--- src/rtl/uart_frame_pkg.sv ---
// Shared types and constants for the UART frame parser.
package uart_frame_pkg;

  typedef enum logic [1:0] {
    HUNT    = 2'd0,
    PAYLOAD = 2'd1,
    CHECK   = 2'd2
  } frame_state_e;

  localparam logic [7:0] HDR_MAGIC = 8'hA5;

  localparam logic [1:0] ERR_LEN  = 2'd0;
  localparam logic [1:0] ERR_OVF  = 2'd1;
  localparam logic [1:0] ERR_CSUM = 2'd2;
  localparam logic [1:0] ERR_TMO  = 2'd3;

endpackage

--- src/rtl/uart_rx_frame_ctrl_if.sv ---
// Valid/ready payload stream leaving the frame controller.
interface uart_rx_frame_ctrl_if #(
  parameter int DBITS = 16
);
  logic [DBITS-1:0] out_data;
  logic             out_valid;
  logic             out_last;
  logic             out_ready;

  modport master (output out_data, output out_valid, output out_last, input out_ready);
  modport slave  (input out_data, input out_valid, input out_last, output out_ready);
endinterface

--- src/rtl/uart_frame_fifo.sv ---
// Payload FIFO with a commit pointer: only words below the commit pointer are
// visible to the reader; rewind drops everything written since the last commit.
module uart_frame_fifo #(
  parameter int DBITS      = 16,
  parameter int FIFO_DEPTH = 16,
  localparam int AW        = $clog2(FIFO_DEPTH)
) (
  input  logic             clk_100MHz,
  input  logic             reset_n,
  input  logic             wr_en,
  input  logic [DBITS:0]   wr_data,
  input  logic             commit,
  input  logic             rewind,
  input  logic             rd_en,
  output logic [DBITS-1:0] head_data,
  output logic             head_last,
  output logic             head_valid,
  output logic [AW:0]      count,
  output logic             full
);

  logic [DBITS:0] mem [FIFO_DEPTH];
  logic [AW:0]    wr_ptr, rd_ptr, cm_ptr;
  logic [AW:0]    wr_nxt, rd_nxt, cm_nxt;

  always_comb begin
    wr_nxt = wr_ptr;
    if (rewind)     wr_nxt = cm_ptr;
    else if (wr_en) wr_nxt = wr_ptr + (AW+1)'(1);
    cm_nxt = commit ? wr_ptr : cm_ptr;
    rd_nxt = rd_en ? rd_ptr + (AW+1)'(1) : rd_ptr;
  end

  assign full  = (wr_ptr[AW] != rd_ptr[AW]) && (wr_ptr[AW-1:0] == rd_ptr[AW-1:0]);
  assign count = cm_ptr - rd_ptr;

  always_ff @(posedge clk_100MHz) begin
    if (wr_en) mem[wr_ptr[AW-1:0]] <= wr_data;
  end

  // Head is registered from next-state pointers; a committed slot is never
  // the one being written in the same cycle.
  always_ff @(posedge clk_100MHz or negedge reset_n) begin
    if (!reset_n) begin
      wr_ptr     <= '0;
      rd_ptr     <= '0;
      cm_ptr     <= '0;
      head_valid <= 1'b0;
      head_last  <= 1'b0;
      head_data  <= '0;
    end else begin
      wr_ptr     <= wr_nxt;
      rd_ptr     <= rd_nxt;
      cm_ptr     <= cm_nxt;
      head_valid <= (cm_nxt != rd_nxt);
      {head_last, head_data} <= (cm_nxt != rd_nxt) ? mem[rd_nxt[AW-1:0]] : '0;
    end
  end

endmodule

--- src/rtl/uart_rx_frame_ctrl.sv ---
// Frame parser between uart_receiver and application logic: header, payload, checksum.
// Optional inter-word timeout enabled by defining UART_FRAME_TIMEOUT_EN.
//   state   | meaning
//   HUNT    | waiting for a header word, counting noise
//   PAYLOAD | storing L payload words, accumulating sum
//   CHECK   | waiting for the checksum word
module uart_rx_frame_ctrl
  import uart_frame_pkg::*;
#(
  parameter int DBITS         = 16,
  parameter int MAX_LEN       = 8,
  parameter int FIFO_DEPTH    = 16,
  parameter int TIMEOUT_TICKS = 4096
) (
  input  logic                  clk_100MHz,
  input  logic                  reset_n,
  input  logic                  rx_ready,
  input  logic [DBITS-1:0]      rx_data,
  input  logic                  sample_tick,
  uart_rx_frame_ctrl_if.master  out_if,
  output logic                  frame_done,
  output logic                  frame_error,
  output logic [1:0]            err_code,
  output logic                  busy,
  output logic [7:0]            drop_cnt
);

  localparam int AW = $clog2(FIFO_DEPTH);

  frame_state_e     state_q, state_d;
  logic [7:0]       len_q, cnt_q;
  logic [DBITS-1:0] sum_q;
  logic             is_hdr, len_ok, is_last, tmo_hit;
  logic             fifo_wr, fifo_commit, fifo_rewind, fifo_full, pop;
  logic             done_d, err_d, drop_inc;
  logic [1:0]       code_d;
  logic [AW:0]      fifo_count;
  logic [DBITS-1:0] head_data;
  logic             head_last, head_valid;

  assign is_hdr  = (rx_data[DBITS-1 -: 8] == HDR_MAGIC);
  assign len_ok  = (rx_data[7:0] != 8'd0) && (rx_data[7:0] <= 8'(MAX_LEN));
  assign is_last = ((cnt_q + 8'd1) == len_q);
  assign pop     = out_if.out_ready && (fifo_count != '0);

`ifdef UART_FRAME_TIMEOUT_EN
  localparam int TW = $clog2(TIMEOUT_TICKS + 1);
  logic [TW-1:0] tmo_cnt;

  // Down-counter reloaded by every word; terminal count fires on the last tick.
  always_ff @(posedge clk_100MHz or negedge reset_n) begin
    if (!reset_n)                                tmo_cnt <= '0;
    else if (rx_ready)                           tmo_cnt <= TW'(TIMEOUT_TICKS);
    else if (sample_tick && state_q != HUNT)     tmo_cnt <= tmo_cnt - TW'(1);
  end

  assign tmo_hit = (state_q != HUNT) && !rx_ready && sample_tick && (tmo_cnt == TW'(1));
`else
  logic unused_sample_tick;
  assign unused_sample_tick = sample_tick;
  assign tmo_hit = 1'b0;
`endif

  always_ff @(posedge clk_100MHz or negedge reset_n) begin
    if (!reset_n) state_q <= HUNT;
    else          state_q <= state_d;
  end

  always_comb begin
    state_d = state_q;
    case (state_q)
      HUNT:    if (rx_ready && is_hdr && len_ok) state_d = PAYLOAD;
      PAYLOAD: if (tmo_hit)                      state_d = HUNT;
               else if (rx_ready && fifo_full)   state_d = HUNT;
               else if (rx_ready && is_last)     state_d = CHECK;
      CHECK:   if (tmo_hit || rx_ready)          state_d = HUNT;
      default:                                   state_d = HUNT;
    endcase
  end

  always_comb begin
    fifo_wr     = 1'b0;
    fifo_commit = 1'b0;
    fifo_rewind = 1'b0;
    done_d      = 1'b0;
    err_d       = 1'b0;
    drop_inc    = 1'b0;
    code_d      = err_code;
    case (state_q)
      HUNT: if (rx_ready) begin
        if (!is_hdr)     drop_inc = 1'b1;
        else if (!len_ok) begin err_d = 1'b1; code_d = ERR_LEN; end
      end
      PAYLOAD: begin
        if (tmo_hit) begin
          fifo_rewind = 1'b1; err_d = 1'b1; code_d = ERR_TMO;
        end else if (rx_ready) begin
          if (fifo_full) begin
            fifo_rewind = 1'b1; err_d = 1'b1; code_d = ERR_OVF;
          end else fifo_wr = 1'b1;
        end
      end
      CHECK: begin
        if (tmo_hit) begin
          fifo_rewind = 1'b1; err_d = 1'b1; code_d = ERR_TMO;
        end else if (rx_ready) begin
          if (rx_data == sum_q) begin
            fifo_commit = 1'b1; done_d = 1'b1;
          end else begin
            fifo_rewind = 1'b1; err_d = 1'b1; code_d = ERR_CSUM;
          end
        end
      end
      default: ;
    endcase
  end

  always_ff @(posedge clk_100MHz or negedge reset_n) begin
    if (!reset_n) begin
      len_q       <= '0;
      cnt_q       <= '0;
      sum_q       <= '0;
      frame_done  <= 1'b0;
      frame_error <= 1'b0;
      err_code    <= ERR_LEN;
      busy        <= 1'b0;
      drop_cnt    <= '0;
    end else begin
      if (state_q == HUNT && rx_ready && is_hdr && len_ok) begin
        len_q <= rx_data[7:0];
        cnt_q <= '0;
        sum_q <= '0;
      end else if (fifo_wr) begin
        cnt_q <= cnt_q + 8'd1;
        sum_q <= sum_q + rx_data;
      end
      frame_done  <= done_d;
      frame_error <= err_d;
      err_code    <= code_d;
      busy        <= (state_d != HUNT);
      if (drop_inc && drop_cnt != 8'hFF) drop_cnt <= drop_cnt + 8'd1;
    end
  end

  uart_frame_fifo #(.DBITS(DBITS), .FIFO_DEPTH(FIFO_DEPTH)) u_fifo (
    .clk_100MHz (clk_100MHz),
    .reset_n    (reset_n),
    .wr_en      (fifo_wr),
    .wr_data    ({is_last, rx_data}),
    .commit     (fifo_commit),
    .rewind     (fifo_rewind),
    .rd_en      (pop),
    .head_data  (head_data),
    .head_last  (head_last),
    .head_valid (head_valid),
    .count      (fifo_count),
    .full       (fifo_full)
  );

  assign out_if.out_data  = head_data;
  assign out_if.out_last  = head_last;
  assign out_if.out_valid = head_valid;

endmodule

--- src/flat_wrapper.sv ---
// flat-port wrapper written by rule: the top's interface ports become plain ports
module uart_rx_frame_ctrl_flat import uart_frame_pkg::*;
#(
  parameter int DBITS         = 16,
  parameter int MAX_LEN       = 8,
  parameter int FIFO_DEPTH    = 16,
  parameter int TIMEOUT_TICKS = 4096
)
  (clk_100MHz, reset_n, rx_ready, rx_data, sample_tick, frame_done, frame_error, err_code, busy, drop_cnt, out_if_out_data, out_if_out_valid, out_if_out_last, out_if_out_ready);
  uart_rx_frame_ctrl_if #(.DBITS(DBITS)) out_if_i ();
  input  logic clk_100MHz;
  input  logic reset_n;
  input  logic rx_ready;
  input  logic [DBITS-1:0] rx_data;
  input  logic sample_tick;
  output logic frame_done;
  output logic frame_error;
  output logic [1:0] err_code;
  output logic busy;
  output logic [7:0] drop_cnt;
  output wire logic [$bits(out_if_i.out_data)-1:0] out_if_out_data;
  output wire logic [$bits(out_if_i.out_valid)-1:0] out_if_out_valid;
  output wire logic [$bits(out_if_i.out_last)-1:0] out_if_out_last;
  input wire logic [$bits(out_if_i.out_ready)-1:0] out_if_out_ready;
  assign out_if_out_data = out_if_i.out_data;
  assign out_if_out_valid = out_if_i.out_valid;
  assign out_if_out_last = out_if_i.out_last;
  assign out_if_i.out_ready = out_if_out_ready;
  uart_rx_frame_ctrl #(.DBITS(DBITS), .MAX_LEN(MAX_LEN), .FIFO_DEPTH(FIFO_DEPTH), .TIMEOUT_TICKS(TIMEOUT_TICKS)) u_core (.clk_100MHz(clk_100MHz), .reset_n(reset_n), .rx_ready(rx_ready), .rx_data(rx_data), .sample_tick(sample_tick), .out_if(out_if_i), .frame_done(frame_done), .frame_error(frame_error), .err_code(err_code), .busy(busy), .drop_cnt(drop_cnt));
endmodule
--- config.mk ---
export PLATFORM = sky130hd
export DESIGN_NAME = uart_rx_frame_ctrl_flat
export DESIGN_NICKNAME = d
export VERILOG_FILES = /design/src/rtl/uart_frame_pkg.sv /design/src/rtl/uart_rx_frame_ctrl_if.sv /design/src/rtl/uart_frame_fifo.sv /design/src/rtl/uart_rx_frame_ctrl.sv /design/src/flat_wrapper.sv
export SDC_FILE = /design/constraint.sdc
export NUM_CORES = 1
export LEC_CHECK = 0
export CAP_MARGIN = 20
export CORE_AREA = 2 2 198 200
export CTS_BUF_LIST = sky130_fd_sc_hd__clkbuf_8 sky130_fd_sc_hd__clkbuf_16
export DETAILED_ROUTE_END_ITERATION = 10
export DIE_AREA = 0 0 200 202
export PLACE_DENSITY = 0.63
export SLEW_MARGIN = 10
export SYNTH_ARGS = -nofsm -noshare
export SYNTH_HDL_FRONTEND = slang
export SYNTH_SLANG_ARGS = --single-unit
--- constraint.sdc ---
create_clock -name clk_100MHz -period 5.1 [get_ports clk_100MHz]
set_input_delay 0.765 -clock clk_100MHz [delete_from_list [all_inputs] [get_ports clk_100MHz]]
set_output_delay 0.765 -clock clk_100MHz [all_outputs]
set_load 0.01 [all_outputs]
==> results_dict.tcl, run 1 <==
set metrics [dict create \
    use_met2_pct 35.26 \
    critPathMaxFanout 52 \
    ios 52 \
    cts_made_buffers 39 \
    endpoint_kind "register" \
    yosys_warnings 0 \
    gp_congestion 0.8283 \
    layout_common_cells "272 x edfxtp_1, 149 x mux4_2, 81 x nand2_1, 78 x dfrtp_1" \
    mostFrequentLayoutCell "edfxtp_1" \
    syn_area_per_cell_um2 16.03 \
    hold_viol 0 \
    cts.sinks 352 \
    setup_viol 0 \
    met1_usage_pct 28.92 \
    fp.dieW_um 200 \
    post-place-cells 1626 \
    pwr-share-seq_pct 33.2 \
    synth_top_cell_area_share_pct 47.79 \
    crit_type "reg -> reg" \
    synth_top_family_by_area "multiplexers" \
    crit_arrival_ns 4.60 \
    grt_max_degree 70 \
    period_share_pct 82.40 \
    insertion_delay_ns 0.54 \
    rsz0062_at_grt "false" \
    drcViolationCount 0 \
    syn_nets 1118 \
    muxShareOfSynthArea_pct 21.86 \
    tns_ns 0 \
    core_area_mm2 0.03829 \
    antenna_found_initial 2 \
    via_count 10058 \
    synthCells 1066 \
    grt_pass1_wl_mm 62.70 \
    clockRootBuffer "clkbuf_16" \
    synthAdderAreaFrac_pct 2.313 \
    power_mw 10.15 \
    tightest_slew_ns 1.108 \
    gr-usage-all-layers_pct 20.99 \
    detail-route-antenna-nets 0 \
    ys.flop_type "edfxtp_1" \
    synth-compound-area-share_pct 5.036 \
    post_cts_buffers 0 \
    placed_area_mm2 0.01852 \
    setup_slack_ns 0.8975 \
    synth_cell_type_count 66 \
    synth-edff-count 272 \
    required_ns 5.49 \
    busiest_layer "met2" \
    cts_tree "built" \
    use_met3_pct 3.270 \
    start_kind "register" \
    ctsLongestPathBuffers 3 \
    initial_utilization_pct 44.64 \
    hold_class "in -> async" \
    area_delta_synth_final_pct 15.54 \
    hold_ws_ns 0.2319 \
    die_area_mm2 0.04040 \
    row_count 72 \
    holdBufCountCts 0 \
    async_flop_share_pct 22.73 \
    r2r_start "u_core.u_fifo.rd_ptr[0]" \
    cap_violations 0 \
    ctsResizeCount 0 \
    yosys.area_share.simple_pct 6.427 \
    nets 1201 \
    fill_cells 3097 \
    routed_wl_mm 41.31 \
    p_per_area_mw_per_mm2 513.9 \
    first_pass_iters 6 \
    place_hpwl_mm 25.23 \
    dpl_worst_slack_ns 0.5172 \
    status "complete, no violations" \
    die_h_um 202 \
    p_leak_nw 7.004 \
    grt_pass1_vias 10335 \
    ir_drop_v 0.0004073 \
    wl_per_cell_um 24.33 \
    setup.worst_path.start "u_core.u_fifo.rd_ptr[0]" \
    io_buffers 50 \
    initialDrtViolationCount 814 \
    grt-ovfl-total 0 \
    synth_area_mm2 0.01709 \
    pwr-share-comb_pct 40.6 \
    fmaxAchievable_ghz 0.2380 \
    p_switching_mw 3.221 \
    synthTopCellsByArea "edfxtp_1 48%, mux4_2 20%, dfrtp_1 12%" \
    yosys_register_bits 352 \
    clock_skew_ns 0.01732 \
    p_clk_share_pct 26.2 \
    period_needed_ns 4.203 \
    path_clk_slew_ns 0.06 \
    slew_viol_final 0 \
    avgViaCountPerCell 5.923 \
    final_area_mm2 0.01975 \
    intPower_mw 6.928 \
    switching_share_pct 31.73 \
    postLayoutCoreUtil_pct 51.58 \
    drive_above_1_share_pct 25.36 \
    synth_xor_area_share_pct 2.774 \
    stdcell_count 1698 \
    synth.largest_area_cell "edfxtp_1" \
    slew-limit-headroom_pct 26.12 \
    yosysSeqAreaShare_pct 59.50 \
    cts.htree.levels 2 \
]
[cells by family after synthesis]
group | after synthesis
AOI/OAI and AO/OA | 128
xor gates and xnor gates | 52
adders and majority gates | 31
buffers and inverters | 84
DFF | 352
muxes | 185
and+or+nand+nor | 234
[cell type report]
type / count / area, um2 / share of cell area [%]
Sequential cell: 352 / 10180 / 51.53
Multi-Input combinational cell: 630 / 6630 / 33.57
Clock buffer: 47 / 1086 / 5.499
Timing Repair Buffer: 101 / 968.4 / 4.904
Tap cell: 518 / 648.1 / 3.282
Clock inverter: 24 / 137.6 / 0.6969
Inverter: 25 / 98.84 / 0.5005
Antenna cell: 1 / 2.502 / 0.01267
[power by group through the flow]
stage	sequential [mW]	clock [mW]	combinational [mW]
floorplan	3.40	0	3.13
global placement	3.43	0	4.15
detailed placement	3.43	0	4.18
CTS	3.37	2.71	4.20
global route	3.39	2.82	4.45
finish	3.37	2.66	4.12
[flip-flops by register name, summed over array words and instances, names as in the netlist, 2 cells and up]
name,count
u_core.sum_q,16
u_core.u_fifo.rd_ptr,5
u_core.u_fifo.cm_ptr,5
u_core.drop_cnt,8
u_core.cnt_q,8
u_core.err_code,2
u_core.u_fifo.head_data,16
u_core.u_fifo.wr_ptr,5
u_core.len_q,8
u_core.state_q,2
u_core.u_fifo.mem,272
[Yosys cell counts, types with 4 or more instances]
master and count:
a211oi_1 5, a21oi_1 34, a32oi_1 16, and2_1 4
and3_1 6, buf_1 6, buf_2 9, buf_4 5
clkbuf_1 38, dfrtp_1 80, edfxtp_1 272, ha_1 30
inv_1 24, mux2_2 12, mux2i_1 23, mux4_2 149
nand2_1 81, nand3_1 15, nor2_1 62, nor2b_1 13
nor3_1 22, nor4_1 5, o21a_1 7, o21ai_0 21
o21ai_1 18, or3_1 9, xnor2_1 28, xor2_1 23
[critical path: stages, from the launching register on]
cell,delay [ns]
dfrtp_4,0.76
ha_1,0.22
nor2b_1,0.16
o2111a_1,0.32
a31oi_4,0.20
xnor2_4,0.87
inv_6,0.47
mux4_2,0.57
o21ai_1,0.39
nor2_1,0.07
[layer usage]
metal | part of all wire, % | vias up
li1 | - | 4405
met1 | 41 | 5257
met2 | 50 | 340
met3 | 6.4 | 56
met4 | 2.0 | 0
met5 | 0 | -
[path summary, 6_finish.rpt]
path	endpoint	slack, ns	cells past startpoint
setup / recovery	u_core.u_fifo.head_data[3]	0.90	9
hold / removal	u_core.drop_cnt[0]	0.23	1
setup reg to reg	u_core.u_fifo.head_data[3]	0.90	9
hold reg to reg	u_core.err_code[0]	0.49	2
max in group asynchronous	u_core.u_fifo.rd_ptr[1]	3.79	2
min in group clk_100MHz	u_core.err_code[0]	0.49	2
Note: power is estimated with default switching activity, not from simulation.
==> run 2, diff against run 1 <==
--- a/config.mk
+++ b/config.mk
@@ -10,7 +10,7 @@
 export CTS_BUF_LIST = sky130_fd_sc_hd__clkbuf_8 sky130_fd_sc_hd__clkbuf_16
 export DETAILED_ROUTE_END_ITERATION = 10
 export DIE_AREA = 0 0 200 202
-export PLACE_DENSITY = 0.63
+export PLACE_DENSITY = 0.65
 export SLEW_MARGIN = 10
 export SYNTH_ARGS = -nofsm -noshare
 export SYNTH_HDL_FRONTEND = slang
==> constraint.sdc (replaced) <==
create_clock -name clk_100MHz -period 3.8 [get_ports clk_100MHz]
set_input_delay 0.57 -clock clk_100MHz [delete_from_list [all_inputs] [get_ports clk_100MHz]]
set_output_delay 0.57 -clock clk_100MHz [all_outputs]
set_load 0.01 [all_outputs]
==> run 2 against run 1 <==
Net effect:
- die area stayed put
- final area up 0.82%
- combinational power increased by 38%
- setup slack worse by 0.45 ns
- first-iteration DRC count increased by 8.6%
- non-clock buffer count rose by 26
- utilization rose by 0.42 points
- clock skew decreased by 0.0053 ns
- cell count rose by 1.6%
- hold slack worse by 0.13 ns
- largest cell class unchanged
==> results_dict.tcl, run 2 (synthesized netlist as in run 1, its figures left out) <==
set metrics [dict create \
    drive_above_1_share_pct 27.20 \
    grt_pass1_vias 10562 \
    ios 52 \
    required_ns 4.19 \
    wl_per_cell_um 23.96 \
    avgViaCountPerCell 5.861 \
    die_h_um 202 \
    p_leak_nw 7.118 \
    cts.htree.levels 2 \
    path_clk_slew_ns 0.06 \
    crit_path_max_incr_delay_ns 0.59 \
    grt-ovfl-total 0 \
    crit_cells 11 \
    drcViolationCount 0 \
    tns_ns 0 \
    tightest_slew_ns 1.092 \
    hold_class "in -> async" \
    path_cells "clkdlybuf4s50_1 -> ha_1 -> or4_4 -> nor4_4 -> buf_4 -> mux2_2 -> xor2_1 -> nor3_1 -> o211a_1 -> buf_12 -> nor2_1" \
    fp.dieW_um 200 \
    crit_arrival_ns 3.74 \
    die_area_mm2 0.04040 \
    status "complete, no violations" \
    critPathMaxFanout 18 \
    post_cts_buffers 0 \
    cap_violations 0 \
    clock_skew_ns 0.01200 \
    cts_tree "built" \
    fill_cells 3098 \
    routed_wl_mm 41.34 \
    cts.sinks 352 \
    area_delta_synth_final_pct 16.48 \
    ctsResizeCount 0 \
    crit_slowest_cell "clkdlybuf4s50_1" \
    critPathTopFamily "simple AND/OR/NAND/NOR gates" \
    insertion_delay_ns 0.53 \
    gr-usage-all-layers_pct 21.23 \
    ir_drop_v 0.0004753 \
    critical_path_buf_inv_count 3 \
    endpoint_kind "register" \
    via_count 10110 \
    crit_type "in -> reg" \
    ctsLongestPathBuffers 3 \
    mostFrequentLayoutCell "edfxtp_1" \
    reg2reg_depth 10 \
    p_per_area_mw_per_mm2 691.2 \
    gp_congestion 0.8216 \
    grt_pass1_wl_mm 63.53 \
    first_pass_iters 5 \
    slew_viol_final 0 \
    period_needed_ns 3.353 \
    initial_utilization_pct 44.64 \
    antenna_found_initial 1 \
    fmaxAchievable_ghz 0.2983 \
    hold_viol 0 \
    start_kind "input port" \
    power_mw 13.76 \
    nets 1228 \
    place_hpwl_mm 26.71 \
    layout_common_cells "272 x edfxtp_1, 149 x mux4_2, 81 x nand2_1, 78 x dfrtp_1, 74 x buf_4" \
    largest_register_ffs 272 \
    period_share_pct 88.23 \
    row_count 72 \
    rsz0062_at_grt "false" \
    setup_viol 0 \
    io_buffers 50 \
    core_area_mm2 0.03829 \
    grt_max_degree 78 \
    holdBufCountCts 0 \
    clockRootBuffer "clkbuf_16" \
    detail-route-antenna-nets 0 \
    slew-limit-headroom_pct 27.19 \
    cts_made_buffers 40 \
    initialDrtViolationCount 884 \
]
run 2: cell types whose count changed in the layout (fill, tap and decap cells not counted):
cell,before,now
buf_12,7,4
buf_4,45,74
bufinv_16,1,2
clkbuf_16,39,41
clkbuf_8,8,0
clkinv_1,4,7
clkinv_2,2,11
clkinv_4,0,1
clkinv_8,0,1
dfrtp_2,0,1
dfrtp_4,2,1
inv_1,37,32
inv_6,4,1
run 2: worst paths after layout:
check | slack, ns | to | from
worst max-delay path | 0.45 | u_core.u_fifo.head_data[7] | rx_data[1]
worst min-delay path | 0.10 | u_core.drop_cnt[1] | reset_n
worst max register to register | 0.52 | u_core.u_fifo.head_data[7] | u_core.u_fifo.rd_ptr[3]
worst min register to register | 0.49 | u_core.err_code[0] | u_core.err_code[0]
max in group asynchronous | 2.74 | u_core.u_fifo.head_data[8] | reset_n
min in group clk_100MHz | 0.49 | u_core.err_code[0] | u_core.err_code[0]
run 2: layout make-up:
class | instances | area [um2] | area share [%]
Clock buffer | 41 | 1026 | 5.153
Inverter | 25 | 98.84 | 0.4965
Timing Repair Buffer | 127 | 1126 | 5.656
Sequential cell | 352 | 10170 | 51.10
Tap cell | 518 | 648.1 | 3.255
Antenna cell | 1 | 2.502 | 0.01257
Multi-Input combinational cell | 630 | 6630 | 33.30
Clock inverter | 31 | 203.9 | 1.024
run 2: stage by stage:
| step | hold WS, ns | cells | instance area (um2) | utilization, % | worst slack (ns) |
|---|---|---|---|---|---|
| detailed placement | 0.4830 | 1652 | 18680 | 48.78 | -0.07538 |
| finish | 0.1028 | 1725 | 19910 | 52.00 | 0.4471 |
| CTS | 0.1178 | 1724 | 19910 | 52.00 | 0.4560 |
| floorplan | 0.2744 | 1066 | 17090 | - | 0.2060 |
| global route | 0.1670 | 1724 | 19910 | 52.00 | 0.2971 |
| global placement | 0.4714 | 1652 | 18680 | 48.78 | -0.06143 |
run 2: layer usage:
metal	track usage (%)	wire length [um]
met2	35.64	20770
met5	0	8
met1	28.55	16950
met4	5.635	959
met3	3.921	2650
run 2: power breakdown:
part / switching, mW / total (mW) / internal, mW
combinational: 2.75 / 5.70 / 2.95
sequential: 0.117 / 4.45 / 4.34
clock: 1.51 / 3.61 / 2.09
==> run 3, diff against run 2 <==
--- a/config.mk
+++ b/config.mk
@@ -11,7 +11,6 @@
 export DETAILED_ROUTE_END_ITERATION = 10
 export DIE_AREA = 0 0 200 202
 export PLACE_DENSITY = 0.65
-export SLEW_MARGIN = 10
 export SYNTH_ARGS = -nofsm -noshare
 export SYNTH_HDL_FRONTEND = slang
 export SYNTH_SLANG_ARGS = --single-unit
==> results of run 3 <==
The final DEF is identical to that of run 2; final timing and power are the same.
